$ cat config.mk
export PLATFORM = sky130hd
export DESIGN_NAME = pam4_nrz_lane_sched
export DESIGN_NICKNAME = d
export VERILOG_FILES = /design/src/rtl/pam4_nrz_lane_sched_pkg.sv /design/src/rtl/pam4_nrz_lane_sched_arb.sv /design/src/rtl/pam4_nrz_lane_sched.sv
export SDC_FILE = /design/constraint.sdc
export NUM_CORES = 1
export LEC_CHECK = 0
export CORE_MARGIN = 3
export CORE_UTILIZATION = 33
export CTS_BUF_LIST = sky130_fd_sc_hd__clkbuf_16
export DETAILED_ROUTE_END_ITERATION = 8
export DONT_BUFFER_PORTS = 1
export GPL_TIMING_DRIVEN = 0
export HOLD_SLACK_MARGIN = 0.08
export PLACE_DENSITY = 0.45
export SLEW_MARGIN = 20
export SYNTH_ARGS = -nofsm -noshare
export SYNTH_HDL_FRONTEND = slang
export SYNTH_SLANG_ARGS = --single-unit
$ cat constraint.sdc
create_clock -name clk -period 1.6 [get_ports clk]
set_clock_uncertainty 0.1 [all_clocks]
set_input_delay 0.32 -clock clk [delete_from_list [all_inputs] [get_ports clk]]
set_output_delay 0.32 -clock clk [all_outputs]
set_load 0.02 [all_outputs]
$ cat src/rtl/pam4_nrz_lane_sched_pkg.sv
// pam4_nrz_lane_sched_pkg: shared FSM state encoding and PAM4 symbol constants
package pam4_nrz_lane_sched_pkg;
  typedef enum logic [2:0] {IDLE, PRE, WAIT, HI, LO} state_t;
  localparam logic [1:0] S0 = 2'b00;
  localparam logic [1:0] S1 = 2'b01;
  localparam logic [1:0] S2 = 2'b10;
  localparam logic [1:0] S3 = 2'b11;
endpackage

$ cat src/rtl/pam4_nrz_lane_sched_arb.sv
// pam4_rr_arb2: two-requester round-robin arbiter; last_grant resets to 1 so requester 0 wins first
module pam4_rr_arb2 (
  input  logic clk,
  input  logic reset,
  input  logic req0,
  input  logic req1,
  input  logic load,
  output logic winner
);
  logic last_grant;
  assign winner = (req0 && req1) ? !last_grant : req1;
  always_ff @(posedge clk or posedge reset)
    if (reset) last_grant <= 1'b1;
    else if (load) last_grant <= winner;
endmodule

$ cat src/rtl/pam4_nrz_lane_sched.sv
// pam4_nrz_lane_sched: round-robin frames from two PAM4 sources onto one NRZ lane,
// each frame led by an alternating 1/0 preamble, symbols sent MSB first.
module pam4_nrz_lane_sched
  import pam4_nrz_lane_sched_pkg::*;
#(
  parameter int FRAME_LEN    = 8,
  parameter int PREAMBLE_LEN = 4,
  parameter int CNT_W        = 4
) (
  input  logic       clk,
  input  logic       reset,
  input  logic       enable,
  input  logic       s0_valid,
  input  logic [1:0] s0_sym,
  output logic       s0_ready,
  input  logic       s1_valid,
  input  logic [1:0] s1_sym,
  output logic       s1_ready,
  output logic       nrz_out,
  output logic       nrz_valid,
  output logic       frame_start,
  output logic       grant_id,
  output logic       busy
);
  state_t           state;
  logic [CNT_W-1:0] pre_cnt, sym_cnt;
  logic [1:0]       sym_q, sel_sym;
  logic             grant, winner, start, pre_last, frame_done, rdy, sel_valid, take;
  pam4_rr_arb2 u_arb (
    .clk(clk), .reset(reset), .req0(s0_valid), .req1(s1_valid), .load(start), .winner(winner)
  );
  assign start      = state == IDLE && enable && (s0_valid || s1_valid);
  assign pre_last   = pre_cnt == CNT_W'(PREAMBLE_LEN - 1);
  assign frame_done = sym_cnt == CNT_W'(FRAME_LEN);
  // ready never looks at valid: it opens whenever the lane would otherwise run dry next cycle
  assign rdy        = (state == PRE && pre_last) || state == WAIT || (state == LO && !frame_done);
  assign sel_valid  = grant ? s1_valid : s0_valid;
  assign sel_sym    = grant ? s1_sym : s0_sym;
  assign take       = rdy && sel_valid;
  assign s0_ready    = rdy && !grant;
  assign s1_ready    = rdy && grant;
  assign nrz_valid   = state == PRE || state == HI || state == LO;
  assign nrz_out     = state == PRE ? !pre_cnt[0] : state == HI ? sym_q[1] : state == LO ? sym_q[0] : 1'b0;
  assign frame_start = state == PRE && pre_cnt == '0;
  assign busy        = state != IDLE;
  assign grant_id    = grant;
  always_ff @(posedge clk or posedge reset) begin
    if (reset) begin
      state   <= IDLE;
      grant   <= 1'b0;
      pre_cnt <= '0;
      sym_cnt <= '0;
      sym_q   <= '0;
    end else begin
      if (take) begin
        sym_q   <= sel_sym;
        sym_cnt <= sym_cnt + 1'b1;
      end
      case (state)
        IDLE: if (start) begin
          grant   <= winner;
          pre_cnt <= '0;
          sym_cnt <= '0;
          state   <= PRE;
        end
        PRE: begin
          pre_cnt <= pre_cnt + 1'b1;
          if (pre_last) state <= take ? HI : WAIT;
        end
        WAIT: if (take) state <= HI;
        HI: state <= LO;
        LO: state <= frame_done ? IDLE : take ? HI : WAIT;
        default: state <= IDLE;
      endcase
    end
  end
endmodule

==> flow_results.org <==
** Status
- Status :: complete, but fails checks
- The checks that failed: setup timing.

** Timing
- Worst-case setup margin in the final layout :: -0.371 ns
- Dividing the final minimum period by the clock period gives 123%.
- Number of max-slew violations in the final report :: 0
- Accumulated negative setup slack :: -2.54 ns
- For the pin with the worst max-slew slack, the measured transition is approximately 0.62 ns.
- Final-report setup violation count :: 13
- Setup repair after global routing missed its margin :: yes
- Counting I/O delays and the setup requirement, the final critical path takes around 2.0 ns.
- Based on the critical path, the design can be clocked at up to ~510 MHz.
- Headroom to the max-slew limit came out at between 50% and 60%.
- Number of hold violations in the final report :: 0

** Floorplan
- The floorplan has 18 rows.
- Area inside the core boundary :: ~0.0026 mm^2
- The initial utilization of the core area, before any placement, comes to a little over a third.
- In this run the horizontal extent of the chip is approximately 60 um.
- The die is slightly below 60 um tall.
- Area of the die :: about 0.0036 mm^2
- IO Count :: 16

** Yosys
- Synth area leaders :: sky130_fd_sc_hd__dfrtp_1 (37%), sky130_fd_sc_hd__mux2i_1 (6.3%), sky130_fd_sc_hd__ha_1 (5.3%)
- The biggest area contributor in the post-synthesis netlist is sky130_fd_sc_hd__dfrtp_1.
- Syn Std Cell Area :: around 950 um^2
- A synthesized cell averages between 10 and 15 um^2.
- Summing the areas of all xor and xnor instances in the mapped netlist gives less than 1% of the synthesized area.
- In this run, synthesis produced a sequential element count of 15.
- Share of the yosys chip area belonging to registers :: between 30% and 40%
- The synthesized netlist devotes between 10% and 20% of its cell area to compound gates.
- Area fraction of the dominant cell type after synthesis :: a little under two fifths
- Unique masters post-synth :: 33
- Gate count after technology mapping :: 94
- Simple-gate area share of the yosys netlist :: between 10% and 20%
- Syn nets :: 107
- Largest family of logic cells by synthesized area :: simple AND/OR/NAND/NOR gates
- Multiplexer fraction of the synthesized cell area :: roughly 13%
- Post-synthesis share of cell area spent on full adders, half adders and majority gates :: 5.27%
- Yosys printed 0 warnings.

** Worst setup path
- Critical path startpoint :: state[1]$_DFFE_PP0P_
- Among cell families on the critical path, the largest total delay comes from simple AND/OR/NAND/NOR gates.
- In this design, the stage delay of the slowest critical-path cell is between 0.4 and 0.5 ns.
- Crit-path max FO :: 6
- Crit path required time :: 1.18 ns
- The worst setup path is launched from a flop.
- Worst Path Buf+Inv :: 0
- The slowest stage of the critical path is the sky130_fd_sc_hd__or3b_4 cell.
- Beginning of the worst register-to-register path :: pre_cnt[1]$_DFFE_PP0P_
- Critical path type :: reg -> out
- Data arrives at the worst endpoint at roughly 1.6 ns.
- Sort of element at the end of the critical path :: output port
- Walking the worst path, the cells encountered are or3b_4 > nor4b_4.

** Place
- Routability-driven placement finished with a final weighted congestion of a little over 0.7.
- Detailed-placement wirelength estimate :: roughly 1400 um
- Cell area reported after detailed placement :: 0.00105 mm^2
- Port buffering added 0 buffers.
- Setup Slack @ Placement :: -0.266 ns
- Counting tap cells, the placed design contains a total of approximately 120 instances.

** Layout
- Share of layout cells above drive strength 1 :: about half
- Excluding fillers, the count of instances in the completed layout stands at roughly 150.
- At the end of the flow, the number of nets in the layout was around 130.
- The layout has ~230 filler cells.
- Design Area, Final :: 0.00140 mm^2
- Compared with the post-synthesis result, the final layout area differs by 47.2%.
- The number of antenna diodes in the final layout is 0.

** Detailed routing
- For this run, design rule violations remaining after detail routing come to 0.
- For this block, the initial DRC count from the detailed router was 22.
- Average wire per cell in the routed design :: roughly 15 um
- The first detailed-routing pass ran for 4 iterations.
- Via density per instance :: between 5 and 6
- The detail route stage leaves a number of antenna-violating nets equal to 0.
- For this block, the routed nets add up to roughly 2200 um of wire.
- Across all layers, the routed design uses 771 vias.

** GRT
- Across every metal layer, demand over resource in global routing totals 14.3%.
- Maximum number of pins on one net before global-route repair :: 16
- The initial antenna violation count came to 0.
- Number of global-route vias before repair :: between 700 and 800
- Global-route wire length before repair :: ~3600 um
- Global routing finished with a remaining overflow of 0.

** Power and ir drop
- Power density over cell area :: about 2200 mW/mm^2
- The completed layout was analyzed and its total power is slightly above 0.003 W.
- For this design the static power due to leakage is roughly 0.65 nW.
- The worst-case IR drop observed on VDD is approximately 1.3 mV.

** Job
- Max cap viols :: 0

** Clocking
- Buffers from clock root to sink, at most :: 2
- CTS built an H-tree with a depth of 1.
- CTS sink count :: 15
- Clock transition at path regs :: about 0.05 ns
- Total clock buffers created by CTS :: 3
- Root Driver :: sky130_fd_sc_hd__clkbuf_16
- Worst skew pair latency :: around 0.25 ns
- TritonCTS built the clock tree.

** Min path
- Worst Hold Launch :: s1_valid
- Min-delay worst type :: in -> reg
sequential cells by signal, summed over array words and instances, names as in the netlist:
register          count
pre_cnt               4
sym_cnt               4
state                 3
sym_q                 2
grant_id              1
u_arb.last_grant      1
per-layer routing:
layer,global-route usage (%),wire length [um],part of all wire [%],up-vias
li1,-,-,-,381
met1,18.9,1060,47,366
met5,0,0,0,-
met4,6.65,39,1.7,0
met3,4.58,101,4.5,5
met2,21.0,1030,46,19
layout by cell type, fill, tap and decap left out, types with 3 or more instances in the layout:
master	Yosys	layout
sky130_fd_sc_hd__nor2_1	7	3
sky130_fd_sc_hd__clkbuf_16	0	3
sky130_fd_sc_hd__nor2_4	0	3
sky130_fd_sc_hd__buf_4	0	14
sky130_fd_sc_hd__nand3_1	4	4
sky130_fd_sc_hd__buf_6	2	6
sky130_fd_sc_hd__nand2_1	7	7
sky130_fd_sc_hd__dfrtp_2	0	3
sky130_fd_sc_hd__dfrtp_1	14	11
sky130_fd_sc_hd__mux2_4	3	3
sky130_fd_sc_hd__mux2i_1	6	6
sky130_fd_sc_hd__inv_1	10	9
sky130_fd_sc_hd__o211ai_1	4	4
sky130_fd_sc_hd__ha_1	4	3
sky130_fd_sc_hd__o21ai_0	5	3
stage by stage:
| step | hold slack, ns | util [%] |
|---|---|---|
| 3_3_place_gp | 0.223 | 40.2 |
| 6_report | 0.152 | 53.5 |
| 5_1_grt | 0.194 | 53.5 |
| 4_1_cts | 0.120 | 49.3 |
| 2_1_floorplan | 0.121 | - |
| 3_5_place_dp | 0.217 | 40.2 |
kinds of logic (layout without fill, tap and decap cells):
logic type / after synthesis / after routing
fa+ha+maj: 4 / 4
xor+xnor: 1 / 1
flops: 15 / 15
mux: 11 / 11
buf+inv: 13 / 36
compound gates: 20 / 20
simple gates: 30 / 30
synthesized netlist by cell type, drive strengths merged:
library cell and count:
o311ai 1, a31oi 1, o2bb2ai 1, inv 10
nand4 1, mux2i 6, o211ai 4, ha 4
nand3 4, nand2 7, buf 2, a21oi 3
a32o 1, nor2 7, nor3b 3, xor2 1
nor3 1, nand3b 1, and2 1, and3 2
nor4b 1, dfrtp 14, a21o 2, mux2 5
o31ai 1, nor2b 1, o21ai 6, or3b 1
clkbuf 1, dfstp 1
worst paths after layout:
| check | to | slack [ns] | cells past startpoint |
|---|---|---|---|
| worst min-delay path | u_arb.last_grant$_DFFE_PP1P_ | 0.15 | 2 |
| min in group asynchronous | sym_cnt[2]$_DFF_PP0_ | 0.49 | 2 |
| worst min register to register | sym_cnt[3]$_DFF_PP0_ | 0.37 | 1 |
| worst max-delay path | frame_start | -0.37 | 2 |
| max in group asynchronous | state[1]$_DFFE_PP0P_ | 0.47 | 2 |
| worst max register to register | sym_q[0]$_DFFE_PP0N_ | -0.28 | 6 |
final cells by class:
| class | count | area (um^2) | share of cell area, % |
|---|---|---|---|
| Clock inverter | 1 | 3.75 | 0.269 |
| Tap cell | 30 | 37.5 | 2.69 |
| Sequential cell | 15 | 380 | 27.2 |
| Buffer | 2 | 22.5 | 1.61 |
| Timing Repair Buffer | 20 | 180 | 12.9 |
| Inverter | 10 | 45.0 | 3.22 |
| Multi-Input combinational cell | 66 | 653 | 46.7 |
| Clock buffer | 3 | 75.1 | 5.37 |
report_power, final:
group          total (W)  switching, W  internal, W
Combinational    0.00186      0.000924     0.000937
Clock           0.000478      0.000148     0.000331
Sequential      0.000711      0.000157     0.000554
Total            0.00305       0.00123      0.00182
repair_timing:
action	in CTS	in global routing
pin swaps	10	8
hold buffers	1	0
hold endpoints to repair	14	0
gates cloned	0	0
setup buffers	13	6
endpoints found under the setup margin	17	14
resized for setup	13	16
Note: power is estimated with default switching activity, not from simulation.
